$ cat config.mk
export PLATFORM = sky130hd
export DESIGN_NAME = fb_mem_arbiter
export DESIGN_NICKNAME = d
export VERILOG_FILES = /design/src/rtl/fb_arb_pkg.sv /design/src/rtl/fb_wr_fifo.sv /design/src/rtl/fb_mem_arbiter.sv
export SDC_FILE = /design/constraint.sdc
export NUM_CORES = 1
export LEC_CHECK = 0
export BUFFER_PORTS_ARGS = -buffer_cell sky130_fd_sc_hd__buf_4
export CAP_MARGIN = 20
export CORE_UTILIZATION = 38
export CTS_CLUSTER_DIAMETER = 30
export DETAILED_ROUTE_END_ITERATION = 16
export GPL_ROUTABILITY_DRIVEN = 0
export GPL_TIMING_DRIVEN = 0
export MAX_ROUTING_LAYER = met4
export REMOVE_ABC_BUFFERS = 1
export SLEW_MARGIN = 20
export SYNTH_ARGS = -nofsm -noshare
export SYNTH_HDL_FRONTEND = slang
export SYNTH_SLANG_ARGS = --single-unit
export TNS_END_PERCENT = 100
$ cat constraint.sdc
create_clock -name clk -period 5.8 [get_ports clk]
set_input_delay 1.16 -clock clk [delete_from_list [all_inputs] [get_ports clk]]
set_output_delay 1.16 -clock clk [all_outputs]
set_load 0.02 [all_outputs]
$ cat src/rtl/fb_arb_pkg.sv
`default_nettype none
// ============================================================================
// Module      : fb_arb_pkg
// Description : Shared constants and types for the frame-buffer memory arbiter.
// Revision    : 1.0 - initial release
// ============================================================================
package fb_arb_pkg;

    localparam int c_DW           = 24;
    localparam int c_AW           = 20;
    localparam int c_FRAME_PIXELS = 640 * 480;
    localparam int c_FIFO_DEPTH   = 16;

    typedef logic [c_DW-1:0] pixel_t;

    typedef struct packed {
        logic   sof;
        pixel_t pixel;
    } fifo_entry_t;

endpackage : fb_arb_pkg
`default_nettype wire

$ cat src/rtl/fb_wr_fifo.sv
`default_nettype none
// ============================================================================
// Module      : fb_wr_fifo
// Description : First-word-fall-through write FIFO with occupancy output.
// Revision    : 1.0 - initial release
// ============================================================================
module fb_wr_fifo #(
    parameter int WIDTH = 25,
    parameter int DEPTH = 16
) (
    input  logic                     clk,
    input  logic                     rstn,
    input  logic                     push,
    input  logic [WIDTH-1:0]         push_data,
    input  logic                     pop,
    output logic [WIDTH-1:0]         pop_data,
    output logic                     empty,
    output logic                     full,
    output logic [$clog2(DEPTH):0]   level
);

    localparam int c_PW = $clog2(DEPTH);

    logic [WIDTH-1:0] r_mem [DEPTH];
    logic [c_PW:0]    r_wptr;
    logic [c_PW:0]    r_rptr;
    logic             w_push;
    logic             w_pop;

    // Extra pointer bit separates the full case from the empty case.
    assign empty    = (r_wptr == r_rptr);
    assign full     = (r_wptr[c_PW] != r_rptr[c_PW]) &&
                      (r_wptr[c_PW-1:0] == r_rptr[c_PW-1:0]);
    assign w_pop    = pop && !empty;
    assign w_push   = push && (!full || w_pop);
    assign level    = r_wptr - r_rptr;
    assign pop_data = r_mem[r_rptr[c_PW-1:0]];

    always_ff @(posedge clk or negedge rstn) begin
        if (!rstn) begin
            r_wptr <= '0;
            r_rptr <= '0;
        end else begin
            if (w_push) r_wptr <= r_wptr + (c_PW+1)'(1);
            if (w_pop)  r_rptr <= r_rptr + (c_PW+1)'(1);
        end
    end

    always_ff @(posedge clk) begin
        if (w_push) r_mem[r_wptr[c_PW-1:0]] <= push_data;
    end

endmodule : fb_wr_fifo
`default_nettype wire

$ cat src/rtl/fb_mem_arbiter.sv
`default_nettype none
// ============================================================================
// Module      : fb_mem_arbiter
// Description : Shares a single-port frame memory between display reads
//               (strict priority, 2-cycle latency) and buffered pixel writes.
//               FB_DOUBLE_BUFFER_EN selects two banks with swap at frame start.
// Revision    : 1.0 - initial release
// ============================================================================
module fb_mem_arbiter
    import fb_arb_pkg::*;
#(
    parameter int DW           = c_DW,
    parameter int AW           = c_AW,
    parameter int FRAME_PIXELS = c_FRAME_PIXELS,
    parameter int FIFO_DEPTH   = c_FIFO_DEPTH
) (
    input  logic                          clk,
    input  logic                          rstn,
    input  logic                          rd_frame_start,
    input  logic                          rd_req,
    output logic [DW-1:0]                 rd_data,
    input  logic                          wr_valid,
    output logic                          wr_ready,
    input  logic                          wr_sof,
    input  logic [DW-1:0]                 wr_data,
    output logic                          mem_en,
    output logic                          mem_we,
    output logic [AW-1:0]                 mem_addr,
    output logic [DW-1:0]                 mem_wdata,
    input  logic [DW-1:0]                 mem_rdata,
    output logic                          frame_swap,
    output logic                          wr_short_frame,
    output logic [$clog2(FIFO_DEPTH):0]   fifo_level
);

    localparam logic [AW-1:0] c_LAST_ADDR = AW'(FRAME_PIXELS - 1);

    logic [AW-1:0] r_rd_addr;
    logic [AW-1:0] r_wr_addr;
    logic          r_rd_pend;
    logic [DW-1:0] r_rd_data;
    logic          r_short_frame;

    logic [DW:0]   w_head;
    logic          w_head_sof;
    logic          w_fifo_empty;
    logic          w_fifo_full;
    logic          w_wr_sel;
    logic          w_wr_stall;
    logic          w_frame_done;
    logic [AW-1:0] w_rd_addr_eff;
    logic [AW-1:0] w_wr_addr_eff;
    logic [AW-1:0] w_rd_base;
    logic [AW-1:0] w_wr_base;

    fb_wr_fifo #(
        .WIDTH (DW + 1),
        .DEPTH (FIFO_DEPTH)
    ) u_wr_fifo (
        .clk       (clk),
        .rstn      (rstn),
        .push      (wr_valid && wr_ready),
        .push_data ({wr_sof, wr_data}),
        .pop       (w_wr_sel),
        .pop_data  (w_head),
        .empty     (w_fifo_empty),
        .full      (w_fifo_full),
        .level     (fifo_level)
    );

    assign wr_ready       = !w_fifo_full;
    assign rd_data        = r_rd_data;
    assign wr_short_frame = r_short_frame;

    assign w_head_sof    = w_head[DW];
    assign w_wr_sel      = !rd_req && !w_fifo_empty && !w_wr_stall;
    assign w_rd_addr_eff = rd_frame_start ? '0 : r_rd_addr;
    assign w_wr_addr_eff = w_head_sof ? '0 : r_wr_addr;
    assign w_frame_done  = w_wr_sel && (w_wr_addr_eff == c_LAST_ADDR);

`ifdef FB_DOUBLE_BUFFER_EN
    localparam logic [AW-1:0] c_BANK1_BASE = AW'(FRAME_PIXELS);

    logic r_rd_bank;
    logic r_pending_swap;
    logic r_frame_swap;
    logic w_swap;

    // A frame finishing in the same cycle as the VSync pulse still swaps.
    assign w_swap     = rd_frame_start && (r_pending_swap || w_frame_done);
    assign w_wr_stall = r_pending_swap;
    assign w_rd_base  = (r_rd_bank ^ w_swap) ? c_BANK1_BASE : '0;
    assign w_wr_base  = r_rd_bank ? '0 : c_BANK1_BASE;
    assign frame_swap = r_frame_swap;

    always_ff @(posedge clk or negedge rstn) begin
        if (!rstn) begin
            r_rd_bank      <= 1'b0;
            r_pending_swap <= 1'b0;
            r_frame_swap   <= 1'b0;
        end else begin
            r_frame_swap <= w_swap;
            if (w_swap) begin
                r_rd_bank      <= ~r_rd_bank;
                r_pending_swap <= 1'b0;
            end else if (w_frame_done) begin
                r_pending_swap <= 1'b1;
            end
        end
    end
`else
    assign w_wr_stall = 1'b0;
    assign w_rd_base  = '0;
    assign w_wr_base  = '0;
    assign frame_swap = 1'b0;
`endif

    // Memory requests are suppressed while reset is asserted.
    always_comb begin
        mem_en    = 1'b0;
        mem_we    = 1'b0;
        mem_addr  = '0;
        mem_wdata = '0;
        if (rstn) begin
            if (rd_req) begin
                mem_en   = 1'b1;
                mem_addr = w_rd_base + w_rd_addr_eff;
            end else if (w_wr_sel) begin
                mem_en    = 1'b1;
                mem_we    = 1'b1;
                mem_addr  = w_wr_base + w_wr_addr_eff;
                mem_wdata = w_head[DW-1:0];
            end
        end
    end

    always_ff @(posedge clk or negedge rstn) begin
        if (!rstn) begin
            r_rd_addr     <= '0;
            r_wr_addr     <= '0;
            r_rd_pend     <= 1'b0;
            r_rd_data     <= '0;
            r_short_frame <= 1'b0;
        end else begin
            r_rd_pend <= rd_req;
            if (r_rd_pend) r_rd_data <= mem_rdata;

            if (rd_req)
                r_rd_addr <= (w_rd_addr_eff == c_LAST_ADDR) ? '0 : w_rd_addr_eff + AW'(1);
            else if (rd_frame_start)
                r_rd_addr <= '0;

            r_short_frame <= w_wr_sel && w_head_sof && (r_wr_addr != '0);
            if (w_wr_sel)
                r_wr_addr <= w_frame_done ? '0 : w_wr_addr_eff + AW'(1);
        end
    end

endmodule : fb_mem_arbiter
`default_nettype wire
==> metrics.md <==
| Metric | Value |
|---|---|
| I/O pin count | `132` |
| Ys async rst share | `16.0%` |
| Maxcap violations | `0` |
| DR pass1 iterations | `5` |
| Status | `finished clean` |
| R2R depth | `11` |
| Worst VDD drop | `0.338 mV` |
| Gr ovfl total | `0` |
| Die Footprint | `52100 um^2` |
| Worst setup margin | `281 ps` |
| Dpl ws | `765 ps` |
| Post-CTS sizing | `0` |
| Fill count | `4105` |
| Synthesized area | `19400 um^2` |
| Vias per cell | `5.29` |
| Syn_area_per_cell | `18.8 um^2` |
| Max Freq | `0.181 GHz` |
| CP required | `4640 ps` |
| Vias | `10700` |
| Clock slew at reported path FFs | `50 ps` |
| Final WL | `45100 um` |
| Die width | `228 um` |
| Synth-to-Final Area Change | `29.7%` |
| CP endpoint kind | `output pin` |
| Cell Int Power | `9.45 mW` |
| Slew at the pin with the worst max-slew slack | `1030 ps` |
| Startpoint Class | `flop` |
| Synth cell types | `55` |
| Pwr Density | `526 nW/um^2` |
| Sequential power share | `33.0%` |
| Worst setup path endpoint | `mem_addr[1]` |
| H-tree lvl count | `3` |
| Commonest cells after routing, fill and taps aside | `edfxtp_1 (400), buf_4 (155), mux4_2 (123)` |
| Sequential Area | `13900 um^2` |
| Crit. Startpoint | `u_wr_fifo.r_rptr[1]` |
| Worst Path Arrival | `4360 ps` |
| Reg-to-Reg Start | `u_wr_fifo.r_rptr[1]` |
| Synthesis-stage register bit count | `476` |
| Clock sink count | `476` |
| Area of the multi-input gates | `5240 um^2` |
| Leakage power | `8.97 nW` |
| Worst slew margin | `30.8%` |
| Synth Instances | `1034` |
| Number of global-route vias before repair | `11000` |
| Share of layout cells above drive strength 1 | `39.5%` |
| Hold Path Class | `input pin to async pin` |
| Critical path class | `flop to output pin` |
| Post-synthesis xor/xnor area fraction | `1.17%` |
| Setup Buffers After CTS | `0` |
| Main combinational cell family by area after synthesis | `multiplexers` |
| Largest net degree at the start of global routing | `75` |
| Adder-Cell Fraction of Synth Area | `0.811%` |
| Setup-failing EPs final | `0` |
| R2R Setup Slk | `780 ps` |
| CTS Buffer Depth | `3` |
| Minimum clock period | `5520 ps` |
| Drc violations | `0` |
| NetSw | `3.80 mW` |
| IO buf count | `130` |
| Cts hold-fix bufs | `0` |
| Worst hold slack | `429 ps` |
| Non-filler cells, final | `2020` |
| Final Max Tran Viols | `0` |
| Starting Density | `38.7%` |
| Setup TNS | `0 ps` |
| Post-Synth Simple-Gate Area | `5.64%` |
| Placeable Area | `50300 um^2` |
| Post-route cell area | `25200 um^2` |
| RR Endpoint | `r_wr_addr[15]` |
| First-pass GRT wire length | `68300 um` |
| Clk Latency, worst-skew pair | `640 ps` |
| Critical Path Max Stage Delay | `780 ps` |
| RSZ-0062 raised after global routing | `no` |
| Logic gate share of total power | `24.2%` |
| Clk root buf | `clkbuf_16` |
| Overall power | `13.2 mW` |
| Initial antenna violation count | `1` |
| Max Fanout on Critical Path | `46` |
| # nets final | `1328` |
| Gr usage total | `18.1%` |
| Slowest CP cell | `dfrtp_4` |
| DR iter-0 viols | `815` |
| Final period utilization | `95.2%` |
| Compound-Gate Fraction of Synth Area | `2.87%` |
| Skew final | `31.2 ps` |
| CTS tree | `yes` |
| Sw Share | `28.7%` |
| HPWL Detailed | `27800 um` |
| Placed cell areas | `21800 um^2` |
| Crit-path cells | `buf_16, mux4_2, mux2_2, a22oi_4, and3_1, a2bb2o_1, buf_4` |
| Row count | `82` |
| Placed cells | `1835` |
| Chip Height | `228 um` |
| Mux contribution to synthesized area | `16.0%` |
| Routed WL per cell | `22.3 um` |
| Synth warnings | `0` |
| Clock share of power | `42.8%` |
| Post-synth EDFFs | `400` |
| Most common cell after layout, fill and taps aside | `edfxtp_1` |
| Routed Antenna Nets | `0` |
| Main synth FF type | `edfxtp_1` |
| Final Util | `50.1%` |
| Cts bufs inserted | `97` |
| Final Hold Violating Endpoints | `0` |
| Sequential share of the synthesized area | `71.6%` |
==> area by class of cell <==
cell class / instances / area share [%]
Sequential cell: 476 / 55.2
Multi-Input combinational cell: 475 / 20.8
Clock buffer: 112 / 10.1
Timing Repair Buffer: 187 / 6.64
Clock inverter: 72 / 3.56
Tap cell: 672 / 3.34
Inverter: 25 / 0.382
Antenna cell: 1 / 0.00993
==> cells in the mapped netlist, types with 4 or more instances <==
cell      count  share of area, %
clkbuf_1     32              0.62
buf_2        14              0.36
ha_1         11              0.71
a22o_1       20              0.90
inv_1        24              0.46
nor4_1       15              0.48
dfrtp_1      76               9.8
edfxtp_1    400                62
nand2b_1      8              0.26
xnor2_1      18              0.81
nor3_1       13              0.33
xor2_1        8              0.36
nand3_1      20              0.51
mux4_2      123                14
mux2i_1       6              0.31
buf_1         4             0.077
nand4_1      18              0.58
nand2_1      36              0.69
and2_1        5              0.16
nor2b_1       7              0.23
and3_1       34               1.1
o21ai_0      14              0.36
or3_1         5              0.16
mux2_2       25               1.4
a31oi_1       6              0.19
buf_4         4              0.15
buf_6         4              0.23
a21oi_1      12              0.31
nor2_1       32              0.62
==> power by group through the flow <==
stage / clock network [mW] / registers [mW] / logic [mW]
5_1_grt: 5.94 / 4.41 / 3.44
4_1_cts: 5.77 / 4.37 / 3.28
3_3_place_gp: 0 / 4.79 / 2.96
3_5_place_dp: 0 / 4.43 / 3.26
2_1_floorplan: 0 / 4.57 / 1.99
6_report: 5.67 / 4.37 / 3.20
==> flip-flops by register name, indices dropped and copies added (netlist names) <==
signal            count
r_rd_addr            20
r_rd_pend             1
r_wr_addr            20
rd_data              24
u_wr_fifo.r_mem     400
u_wr_fifo.r_rptr      5
u_wr_fifo.r_wptr      5
wr_short_frame        1
==> worst max-delay path: cells and delay by family, from the launching register on <==
kind	cells	cell delay, ps
buffers and inverters	2	450
multiplexers	2	680
AND/OR/NAND/NOR	1	750
flip-flops	1	780
AO/OA/AOI/OAI	2	990
==> worst min-delay path by stage <==
stage | startpoint | endpoint | slack [ps] | cells after the start
finish | rstn | rd_data[7] | 430 | 1
floorplan | u_wr_fifo.r_rptr[4] | u_wr_fifo.r_rptr[4] | 470 | 1
global placement | u_wr_fifo.r_rptr[4] | u_wr_fifo.r_rptr[4] | 490 | 1
global route | rstn | rd_data[7] | 420 | 1
CTS | rstn | rd_data[7] | 400 | 1
detailed placement | rd_data[5] | rd_data[5] | 500 | 1
==> cell families (layout without fill, tap and decap cells) <==
family | count (synthesis) | in the layout
other cells | 1 | 2
compound gates | 77 | 77
flops | 476 | 476
xor+xnor | 26 | 26
fa+ha+maj | 12 | 12
simple gates | 205 | 205
buf+inv | 83 | 396
mux | 154 | 154
==> metal layers <==
layer	part of all wire, %	global-route usage (%)	up-vias
li1	-	-	4687
met1	44	24.0	5562
met2	48	27.6	349
met3	5.8	4.34	80
met4	2.2	5.79	0
met5	0	-	-
No activity file was read; power rests on OpenSTA's default activity.
